$ cat src/rtl/ir_pkg.sv
// Shared types, command bit positions and default timing for the IR packet sequencer.
package ir_pkg;

    typedef enum logic [2:0] {
        IDLE     = 3'd0,
        START    = 3'd1,
        GAP      = 3'd2,
        SELECT   = 3'd3,
        RIGHT    = 3'd4,
        LEFT     = 3'd5,
        BACKWARD = 3'd6,
        FORWARD  = 3'd7
    } ir_state_t;

    localparam int CMD_RIGHT    = 3;
    localparam int CMD_LEFT     = 2;
    localparam int CMD_BACKWARD = 1;
    localparam int CMD_FORWARD  = 0;

    localparam int DEF_CARRIER_HALF   = 1389;
    localparam int DEF_START_BURST    = 88;
    localparam int DEF_GAP_LEN        = 40;
    localparam int DEF_SELECT_BURST   = 22;
    localparam int DEF_ASSERT_BURST   = 44;
    localparam int DEF_DEASSERT_BURST = 22;

    function automatic int max2(input int a, input int b);
        return (a > b) ? a : b;
    endfunction

    // Every state except IDLE and GAP modulates the LED.
    function automatic logic is_burst(input ir_state_t s);
        logic b;
        case (s)
            START, SELECT, RIGHT, LEFT, BACKWARD, FORWARD: b = 1'b1;
            default:                                       b = 1'b0;
        endcase
        return b;
    endfunction

endpackage

$ cat src/rtl/ir_carrier_gen.sv
// Square-wave carrier generator. Its outputs describe the clock that follows the next edge,
// so the caller can register LED and packet-end decisions in step with its own next state.
module ir_carrier_gen
    import ir_pkg::*;
#(
    parameter int CARRIER_HALF = DEF_CARRIER_HALF
) (
    input  logic CLK,
    input  logic RESET,
    input  logic restart,
    output logic carrier,
    output logic cycle_end
);

    localparam int HW = $clog2(CARRIER_HALF + 1);
    localparam logic [HW-1:0] HALF_LAST = HW'(CARRIER_HALF - 1);

    logic [HW-1:0] half_cnt_r;
    logic [HW-1:0] half_cnt_next_s;
    logic          low_half_r;
    logic          low_half_next_s;

    // Phase advance; restart forces the start of a high half.
    always_comb begin
        half_cnt_next_s = half_cnt_r;
        low_half_next_s = low_half_r;
        if (restart) begin
            half_cnt_next_s = '0;
            low_half_next_s = 1'b0;
        end else if (half_cnt_r == HALF_LAST) begin
            half_cnt_next_s = '0;
            low_half_next_s = ~low_half_r;
        end else begin
            half_cnt_next_s = half_cnt_r + HW'(1);
        end
        carrier   = ~low_half_next_s;
        cycle_end = low_half_next_s && (half_cnt_next_s == HALF_LAST);
    end

    // Phase registers.
    always_ff @(posedge CLK or posedge RESET) begin
        if (RESET) begin
            half_cnt_r <= '0;
            low_half_r <= 1'b0;
        end else begin
            half_cnt_r <= half_cnt_next_s;
            low_half_r <= low_half_next_s;
        end
    end

endmodule

$ cat src/rtl/ir_packet_sequencer.sv
// IR command packet sequencer: start, car-select and four command bursts on the carrier.
// Define IR_SEND_QUEUE_EN to hold one request that arrives while a packet is in flight.
module ir_packet_sequencer
    import ir_pkg::*;
#(
    parameter int CARRIER_HALF   = DEF_CARRIER_HALF,
    parameter int START_BURST    = DEF_START_BURST,
    parameter int GAP_LEN        = DEF_GAP_LEN,
    parameter int SELECT_BURST   = DEF_SELECT_BURST,
    parameter int ASSERT_BURST   = DEF_ASSERT_BURST,
    parameter int DEASSERT_BURST = DEF_DEASSERT_BURST
) (
    input  logic       CLK,
    input  logic       RESET,
    input  logic       SEND_PACKET,
    input  logic [3:0] COMMAND,
    output logic       IR_LED,
    output logic       BUSY,
    output logic       PACKET_DONE
);

    localparam int FW = $clog2(max2(max2(START_BURST, GAP_LEN),
                                    max2(max2(SELECT_BURST, ASSERT_BURST), DEASSERT_BURST)) + 1);

    function automatic logic [FW-1:0] cmd_last(input logic bit_set);
        return bit_set ? FW'(ASSERT_BURST - 1) : FW'(DEASSERT_BURST - 1);
    endfunction

    // Final carrier-cycle index of the field held in state s.
    function automatic logic [FW-1:0] last_count(input ir_state_t s, input logic [3:0] cmd);
        logic [FW-1:0] lc;
        case (s)
            START:    lc = FW'(START_BURST - 1);
            GAP:      lc = FW'(GAP_LEN - 1);
            SELECT:   lc = FW'(SELECT_BURST - 1);
            RIGHT:    lc = cmd_last(cmd[CMD_RIGHT]);
            LEFT:     lc = cmd_last(cmd[CMD_LEFT]);
            BACKWARD: lc = cmd_last(cmd[CMD_BACKWARD]);
            FORWARD:  lc = cmd_last(cmd[CMD_FORWARD]);
            default:  lc = '0;
        endcase
        return lc;
    endfunction

    ir_state_t     state_r, state_next_s;
    ir_state_t     next_field_r, next_field_next_s;
    logic [FW-1:0] field_cnt_r, field_cnt_next_s;
    logic [3:0]    cmd_q_r, cmd_q_next_s;
    logic          cyc_end_r;
    logic          busy_r, done_r, led_r;
    logic          busy_next_s, done_next_s, led_next_s;
    logic          restart_s, carrier_s, cyc_end_s;
`ifdef IR_SEND_QUEUE_EN
    logic          pend_r, pend_next_s;
`endif

    ir_carrier_gen #(.CARRIER_HALF(CARRIER_HALF)) u_carrier (
        .CLK       (CLK),
        .RESET     (RESET),
        .restart   (restart_s),
        .carrier   (carrier_s),
        .cycle_end (cyc_end_s)
    );

    // Field sequencing plus look-ahead of the registered outputs.
    always_comb begin
        state_next_s      = state_r;
        next_field_next_s = next_field_r;
        field_cnt_next_s  = field_cnt_r;
        cmd_q_next_s      = cmd_q_r;
        restart_s         = 1'b0;
`ifdef IR_SEND_QUEUE_EN
        pend_next_s       = pend_r || ((state_r != IDLE) && SEND_PACKET);
`endif
        if (state_r == IDLE) begin
            if (SEND_PACKET) begin
                state_next_s     = START;
                field_cnt_next_s = '0;
                cmd_q_next_s     = COMMAND;
                restart_s        = 1'b1;
            end else begin
                state_next_s = IDLE;
            end
        end else if (cyc_end_r && (field_cnt_r == last_count(state_r, cmd_q_r))) begin
            field_cnt_next_s = '0;
            case (state_r)
                START:    begin state_next_s = GAP; next_field_next_s = SELECT;   end
                GAP:      begin state_next_s = next_field_r;                      end
                SELECT:   begin state_next_s = GAP; next_field_next_s = RIGHT;    end
                RIGHT:    begin state_next_s = GAP; next_field_next_s = LEFT;     end
                LEFT:     begin state_next_s = GAP; next_field_next_s = BACKWARD; end
                BACKWARD: begin state_next_s = GAP; next_field_next_s = FORWARD;  end
                FORWARD: begin
`ifdef IR_SEND_QUEUE_EN
                    // A held request starts back-to-back with COMMAND sampled now.
                    if (pend_next_s) begin
                        state_next_s = START;
                        cmd_q_next_s = COMMAND;
                        restart_s    = 1'b1;
                        pend_next_s  = 1'b0;
                    end else begin
                        state_next_s = IDLE;
                    end
`else
                    state_next_s = IDLE;
`endif
                end
                default:  begin state_next_s = IDLE; end
            endcase
        end else if (cyc_end_r) begin
            field_cnt_next_s = field_cnt_r + FW'(1);
        end else begin
            field_cnt_next_s = field_cnt_r;
        end

        busy_next_s = (state_next_s != IDLE);
        led_next_s  = carrier_s && is_burst(state_next_s);
        done_next_s = (state_next_s == FORWARD) && cyc_end_s &&
                      (field_cnt_next_s == last_count(state_next_s, cmd_q_next_s));
    end

    // State, counters and output registers.
    always_ff @(posedge CLK or posedge RESET) begin
        if (RESET) begin
            state_r      <= IDLE;
            next_field_r <= IDLE;
            field_cnt_r  <= '0;
            cmd_q_r      <= 4'd0;
            cyc_end_r    <= 1'b0;
            busy_r       <= 1'b0;
            done_r       <= 1'b0;
            led_r        <= 1'b0;
        end else begin
            state_r      <= state_next_s;
            next_field_r <= next_field_next_s;
            field_cnt_r  <= field_cnt_next_s;
            cmd_q_r      <= cmd_q_next_s;
            cyc_end_r    <= cyc_end_s;
            busy_r       <= busy_next_s;
            done_r       <= done_next_s;
            led_r        <= led_next_s;
        end
    end

`ifdef IR_SEND_QUEUE_EN
    // Pending-request flag.
    always_ff @(posedge CLK or posedge RESET) begin
        if (RESET) begin
            pend_r <= 1'b0;
        end else begin
            pend_r <= pend_next_s;
        end
    end
`endif

    assign IR_LED      = led_r;
    assign BUSY        = busy_r;
    assign PACKET_DONE = done_r;

endmodule

$ cat config.mk
export PLATFORM = sky130hd
export DESIGN_NAME = ir_packet_sequencer
export DESIGN_NICKNAME = d
export VERILOG_FILES = /design/src/rtl/ir_pkg.sv /design/src/rtl/ir_carrier_gen.sv /design/src/rtl/ir_packet_sequencer.sv
export SDC_FILE = /design/constraint.sdc
export NUM_CORES = 1
export LEC_CHECK = 0
export ABC_AREA = 1
export ABC_CLOCK_PERIOD_IN_PS = 2500
export BUFFER_PORTS_ARGS = -buffer_cell sky130_fd_sc_hd__buf_2
export CAP_MARGIN = 20
export CORE_MARGIN = 8
export CORE_UTILIZATION = 31
export CTS_BUF_LIST = sky130_fd_sc_hd__clkbuf_2 sky130_fd_sc_hd__clkbuf_4 sky130_fd_sc_hd__clkbuf_8
export DETAILED_ROUTE_END_ITERATION = 8
export PLACE_DENSITY = 0.45
export SETUP_SLACK_MARGIN = 0.1
export SYNTH_ARGS = -nofsm -noshare
export SYNTH_HDL_FRONTEND = slang
export SYNTH_HIERARCHICAL = 1
export SYNTH_SLANG_ARGS = --single-unit
$ cat constraint.sdc
create_clock -name CLK -period 2.5 [get_ports CLK]
set_input_delay 0.25 -clock CLK [delete_from_list [all_inputs] [get_ports CLK]]
set_output_delay 0.25 -clock CLK [all_outputs]
set_load 0.02 [all_outputs]
==> results of run 1 <==
-- cells in the mapped netlist, types with 2 or more instances --
master / number
dfrtp_1: 33
nand3_1: 42
ha_1: 3
inv_1: 53
inv_2: 7
o22ai_1: 5
nor2_4: 4
nand3b_1: 3
nand2_4: 2
nor2_1: 48
nand2_2: 17
nand3_2: 6
nand2_1: 84
nand4_1: 11
nor3_1: 4
xor2_1: 5
o21ai_0: 11
nor2_2: 13
-- path summary, 6_finish.rpt --
kind,end,slack (ns)
max,PACKET_DONE$_DFF_PP0_,-0.09
max in group asynchronous,state_r[2]$_DFF_PP0_,1.20
min,cmd_q_r[2]$_DFF_PP0_,0.29
max reg2reg,PACKET_DONE$_DFF_PP0_,-0.09
min in group asynchronous,u_carrier/half_cnt_r[1]$_DFF_PP0_,0.53
min reg2reg,next_field_r[0]$_DFFE_PP0P_,0.51
-- stage by stage --
step	TNS [ns]	setup WS, ns	total power [mW]
after floorplan	0	0.238	0.552
after global placement	-0.121	-0.121	0.562
after detailed placement	-0.121	-0.121	0.562
after CTS	-0.0378	-0.0378	1.12
after global routing	-0.295	-0.295	1.14
final	-0.0920	-0.0920	1.10
-- final cells by class --
type | instances | area [µm²] | area share (%)
timing repair buffer | 52 | 390 | 12.1
inverter | 60 | 230 | 7.13
tap | 102 | 128 | 3.95
clock inverter | 1 | 30.0 | 0.930
sequential | 33 | 830 | 25.7
multi-input combinational | 267 | 1530 | 47.4
clock buffer | 7 | 90.1 | 2.79
-- kinds of logic after synthesis --
logic type                 synth area share [%]
xor gates and xnor gates                   1.78
adders and majority gates                  1.52
buffers and inverters                      10.1
and+or+nand+nor                            47.5
AOI/OAI and AO/OA                          5.63
DFF                                        33.5
-- report_power, final --
group / internal [mW] / total [mW] / switching (mW)
Sequential: 0.533 / 0.533 / 0
Clock: 0.336 / 0.554 / 0.217
Combinational: 0.00447 / 0.0175 / 0.0130
Total: 0.874 / 1.10 / 0.230
-- worst max-delay path: stages (launching register included) --
cell and delay [ns]:
dfrtp_2 0.43, buf_12 0.14, buf_4 0.12, nand4_1 0.08
nand2_1 0.09, nor2_4 0.15, nand3_2 0.08, nand2_2 0.12
buf_4 0.14, nand4_1 0.21, nand2_8 0.18, inv_4 0.05
nor2_4 0.16, nand3_2 0.09, nand2_2 0.10, nor2_4 0.06
nand2_1 0.06, nand2_1 0.05, nor2_1 0.07, nand3_1 0.07
nor2_1 0.08
-- layer usage --
metal	global-route usage (%)	wire length (µm)	part of all wire, %
met2	18.9	3000	43
met5	0	0	0
met4	3.67	101	1.5
met1	17.7	3470	50
met3	2.83	335	4.9
-- repair_timing --
item                                   CTS  global route
pin swaps                               14            18
hold buffers                             1             0
setup endpoints to repair                1             3
buffers inserted                         5             2
resized for setup                       23            19
endpoints found under the hold margin    8             0
gates cloned                             1             0
-- flip-flops by register name, summed over array words and instances (netlist names) --
| register | count |
|---|---|
| field_cnt_r | 7 |
| u_carrier/low_half_r | 1 |
| u_carrier/half_cnt_r | 11 |
| next_field_r | 3 |
| cmd_q_r | 4 |
| state_r | 3 |
| cyc_end_r | 1 |
| BUSY | 1 |
| PACKET_DONE | 1 |
| IR_LED | 1 |
==> metrics.md, run 1 <==
| Metric | Value |
|---|---|
| Worst skew pair latency | `0.29 ns` |
| Syn avg cell area | `6.81 µm²` |
| Starting Density | `31.9%` |
| DP Wirelength | `5130 µm` |
| Cells after synthesis | `362` |
| Deepest clock path buffer count | `2` |
| Main flop type after synthesis | `dfrtp_1` |
| PD cells | `342 nW/µm²` |
| Fin cells | `522` |
| Status | `finished, violations left` |
| FF-to-FF Start | `state_r[0]$_DFF_PP0_` |
| Area Growth Syn to Fin | `31.1%` |
| Cts bufs inserted | `5` |
| Die W | `105 µm` |
| Max Clock Freq | `386 MHz` |
| ANT nets after route | `0` |
| 1st-pass router iterations | `4` |
| Placed Area | `2880 µm²` |
| Slew at the pin with the worst max-slew slack | `0.888 ns` |
| RSZ-0062 raised after global routing | `yes` |
| GRT overflow | `0` |
| Ys async rst share | `100%` |
| Overall Global Routing Usage | `12.7%` |
| Full die area | `11100 µm²` |
| FILL cells | `818` |
| Synth Register Bits | `33` |
| Most frequent cells in the layout | `nand2_1 (76), inv_1 (53), nor2_1 (43)` |
| WP data arrival | `2.81 ns` |
| Core Region | `7730 µm²` |
| Final Cell Area | `3230 µm²` |
| Maxcap violations | `0` |
| Final worst-path cycle share | `104%` |
| CP max FO | `8` |
| Layout cells sized above 1 | `32.6%` |
| Placed insts | `505` |
| Ant diodes | `0` |
| Worst Setup Path Type | `reg -> reg` |
| Failing checks | `setup timing` |
| Initial antenna violation count | `0` |
| CTS Root Cell | `clkbuf_8` |
| Hold WC Path Type | `in -> reg` |
| Vias per Instance | `4.59` |
| Slew headroom | `40.7%` |
| Worst Slack Setup Final | `-0.0920 ns` |
| Final Max Slew Viols | `0` |
| Critical Path Start | `state_r[0]$_DFF_PP0_` |
| Final number of setup-violating endpoints | `1` |
| VDD IR max | `211 µV` |
| Final Hold Vio Count | `0` |
| Min-delay src | `COMMAND[2]` |
| First DRT Iteration DRCs | `99` |
| Routed Wire Length | `6910 µm` |
| Worst setup EP type | `flop` |
| Unique masters post-synth | `29` |
| Final Wtd Congestion | `0.877` |
| Number of flops mapped to enable cells by yosys | `0` |
| Commonest non-fill, non-tap cell in the layout | `nand2_1` |
| FP Rows | `32` |
| Lkg Pwr | `1.65 nW` |
| NumNets Final | `429` |
| Post-synth top area share | `33.5%` |
| Required @ worst endpoint | `2.72 ns` |
| Max Clock Skew | `0.00434 ns` |
| First-pass GRT wire length | `11600 µm` |
| CTS clock-pin slew for the worst setup and hold paths | `0.08 ns` |
| Seq/Total Area, Yosys | `33.5%` |
| Fin util | `41.8%` |
| DRC | `0` |
| Synth area leaders | `dfrtp_1 (34%), nand2_1 (13%), nand3_1 (8.5%)` |
| Io pins | `10` |
| Yosys warnings | `6` |
| # clock sinks | `33` |
| Avg WL per Cell | `13.2 µm` |
| Die Y | `105 µm` |
| R2R cell count | `20` |
| Via Count | `2397` |
| Mapped Nets | `372` |
| WHS | `0.286 ns` |
| Tmin final | `2.59 ns` |
| Critical Path Source Type | `flop` |
| TritonCTS clock tree | `done` |
| Mapped Area | `2460 µm²` |
| Dominant cell type by area after synthesis | `dfrtp_1` |
| Largest net degree at the start of global routing | `22` |
| Vias in the first global route | `2401` |
| I/O Buffers | `9` |
| H-tree levels | `2` |
| Hold Path Stages | `3` |
Note: power is estimated with default switching activity, not from simulation.
==> run 2, diff against run 1 <==
--- a/config.mk
+++ b/config.mk
@@ -7,13 +7,13 @@
 export LEC_CHECK = 0
 export ABC_AREA = 1
 export ABC_CLOCK_PERIOD_IN_PS = 2500
-export BUFFER_PORTS_ARGS = -buffer_cell sky130_fd_sc_hd__buf_2
 export CAP_MARGIN = 20
 export CORE_MARGIN = 8
 export CORE_UTILIZATION = 31
-export CTS_BUF_LIST = sky130_fd_sc_hd__clkbuf_2 sky130_fd_sc_hd__clkbuf_4 sky130_fd_sc_hd__clkbuf_8
+export CTS_BUF_LIST = sky130_fd_sc_hd__clkbuf_8
 export DETAILED_ROUTE_END_ITERATION = 8
-export PLACE_DENSITY = 0.45
+export DONT_BUFFER_PORTS = 1
+export PLACE_DENSITY = 0.44
 export SETUP_SLACK_MARGIN = 0.1
 export SYNTH_ARGS = -nofsm -noshare
 export SYNTH_HDL_FRONTEND = slang
==> metrics.md, run 2 (synthesis gave the netlist of run 1 again) <==
| Metric | Value |
|---|---|
| H-tree levels | `2 (unchanged)` |
| Overall Global Routing Usage | `12.9% (was 12.7%)` |
| Cts bufs inserted | `5 (unchanged)` |
| DRC | `0 (unchanged)` |
| TritonCTS clock tree | `done (unchanged)` |
| Area Growth Syn to Fin | `27.2% (was 31.1%)` |
| Max Clock Freq | `385 MHz (was 386 MHz)` |
| RSZ-0062 raised after global routing | `yes (unchanged)` |
| Setup tns final | `-0.0974 ns (was -0.0920 ns)` |
| # clock sinks | `33 (unchanged)` |
| Vias in the first global route | `2349 (was 2401)` |
| Die W | `105 µm (unchanged)` |
| Final number of setup-violating endpoints | `1 (unchanged)` |
| Worst skew pair latency | `0.29 ns (about the same)` |
| PD cells | `331 nW/µm² (was 342 nW/µm²)` |
| Vias per Instance | `4.59 (about the same)` |
| Final Hold Vio Count | `0 (unchanged)` |
| Failing checks | `setup timing (unchanged)` |
| Regs by FF count | `u_carrier/half_cnt_r x11, field_cnt_r x7, cmd_q_r x4 (unchanged)` |
| Layout cells sized above 1 | `29.7% (was 32.6%)` |
| Placed Area | `2850 µm² (was 2880 µm²)` |
| Tmin final | `2.60 ns (was 2.59 ns)` |
| Routed Wire Length | `6780 µm (was 6910 µm)` |
| ANT nets after route | `0 (unchanged)` |
| Starting Density | `31.9% (unchanged)` |
| Full die area | `11100 µm² (unchanged)` |
| GRT overflow | `0 (unchanged)` |
| Io pins | `10 (unchanged)` |
| Worst reg-to-reg setup slack | `-0.1 ns (was -0.09 ns)` |
| CP max FO | `7 (was 8)` |
| Die Y | `105 µm (unchanged)` |
| Worst Slack Setup Final | `-0.0974 ns (was -0.0920 ns)` |
| Maxcap violations | `0 (unchanged)` |
| Final Max Slew Viols | `0 (unchanged)` |
| Initial antenna violation count | `0 (unchanged)` |
| Critical Path Source Type | `flop (unchanged)` |
| FP Rows | `32 (unchanged)` |
| NumNets Final | `421 (was 429)` |
| Final worst-path cycle share | `104% (about the same)` |
| Final Cell Area | `3140 µm² (was 3230 µm²)` |
| Largest net degree at the start of global routing | `22 (unchanged)` |
| Max Clock Skew | `0.00840 ns (was 0.00434 ns)` |
| Hold WC Path Type | `in -> async (was in -> reg)` |
| Commonest non-fill, non-tap cell in the layout | `nand2_1 (unchanged)` |
| First DRT Iteration DRCs | `120 (was 99)` |
| Deepest clock path buffer count | `2 (unchanged)` |
| Most frequent cells in the layout | `nand2_1 (78), inv_1 (52), nor2_1 (45) (was nand2_1 (76), inv_1 (53), nor2_1 (43))` |
| Largest register FFs | `11 (unchanged)` |
| Worst Setup Path Type | `reg -> reg (unchanged)` |
| Tot Pwr | `1.04 mW (was 1.10 mW)` |
| Largest register by flop count | `u_carrier/half_cnt_r (unchanged)` |
| WP data arrival | `2.82 ns (was 2.81 ns)` |
| CTS Root Cell | `clkbuf_8 (unchanged)` |
| I/O Buffers | `0 (was 9)` |
| Ant diodes | `0 (unchanged)` |
| Status | `finished, violations left (unchanged)` |
| WHS | `0.0135 ns (was 0.286 ns)` |
| Core Region | `7730 µm² (unchanged)` |
| DP Wirelength | `5320 µm (was 5130 µm)` |
| Required @ worst endpoint | `2.72 ns (about the same)` |
| Final Wtd Congestion | `0.821 (was 0.877)` |
| VDD IR max | `167 µV (was 211 µV)` |
| Avg WL per Cell | `13.2 µm (about the same)` |
| Slew headroom | `43.7% (was 40.7%)` |
| Worst setup EP type | `flop (unchanged)` |
| CTS clock-pin slew for the worst setup and hold paths | `0.07 ns (was 0.08 ns)` |
| Lkg Pwr | `1.63 nW (was 1.65 nW)` |
| 1st-pass router iterations | `4 (unchanged)` |
| First-pass GRT wire length | `11600 µm (unchanged)` |
| Via Count | `2354 (was 2397)` |
| Slew at the pin with the worst max-slew slack | `0.843 ns (was 0.888 ns)` |
run 2: changes by cell type in the layout (fill, tap and decap cells not counted), moves of 2 or more:
cell     delta
buf_2       -9
nand2_2     -5
nand3_1     +4
nand3_2     -4
buf_4       +3
nand2_4     +3
nor2_4      -3
nand2_1     +2
nor2_1      +2
run 2: what timing repair did:
item | in CTS | in global routing
setup endpoints to repair | 1 | 1
hold buffers | 1 | 0
endpoints found under the hold margin | 12 | 0
buffers inserted | 3 | 2
gates cloned | 0 | 1
pin swaps | 13 | 20
gates resized for setup | 10 | 24
run 2: critical path: stages (launching register included):
cell and delay [ns]:
dfrtp_2 0.46, buf_4 0.18, buf_4 0.13, nand3_1 0.09
nor2_1 0.05, nor2_1 0.11, nand3_1 0.08, nand2_1 0.08
nand2_2 0.08, buf_4 0.15, nand3_4 0.13, nand2_4 0.07
nand2_4 0.13, inv_4 0.05, nor2_4 0.13, nand2_2 0.07
nand2_1 0.05, nand3_1 0.06, nor2_1 0.11, nand2_1 0.06
nor2_1 0.08, nand3_1 0.07, nor2_1 0.10
run 2: cell type report:
class                           instances  area, µm²
Clock buffer                            5       68.8
Clock inverter                          2       35.0
Fill cell                             822       4590
Inverter                               60        230
Multi-Input combinational cell        267       1510
Sequential cell                        33        830
Tap cell                              102        128
Timing Repair Buffer                   44        337
run 2: report_power, final:
part | total [mW] | internal [mW] | switching [mW] | leakage [nW]
Sequential | 0.534 | 0.534 | 0 | 0.359
Clock | 0.493 | 0.290 | 0.203 | 0.0540
Combinational | 0.0120 | 0.00126 | 0.0107 | 1.22
Total | 1.04 | 0.825 | 0.214 | 1.63
run 2: final timing paths:
path                                             start                                 to  depth (start not counted)
setup / recovery                  state_r[2]$_DFF_PP0_              PACKET_DONE$_DFF_PP0_                         22
hold / removal                                   RESET                     BUSY$_DFF_PP0_                          1
setup reg to reg                  state_r[2]$_DFF_PP0_              PACKET_DONE$_DFF_PP0_                         22
hold reg to reg            next_field_r[0]$_DFFE_PP0P_        next_field_r[0]$_DFFE_PP0P_                          2
max in group asynchronous                        RESET  u_carrier/half_cnt_r[7]$_DFF_PP0_                          2
min in group CLK                            COMMAND[0]               cmd_q_r[0]$_DFF_PP0_                          2
run 2: layer usage:
layer	vias to the layer above	part of all wire [%]	GRT usage [%]
met2	36	42	18.7
met1	1068	53	18.6
met4	0	1.2	3.87
li1	1244	-	-
met3	6	4.2	2.83
met5	-	0	0
run 2: stage by stage:
stage	setup slack (ns)	cells	utilization, %
3_5_place_dp	-0.165	499	36.9
4_1_cts	-0.0554	510	39.1
6_report	-0.0974	513	40.6
3_3_place_gp	-0.162	499	36.9
2_1_floorplan	0.238	362	-
5_1_grt	-0.262	513	40.6
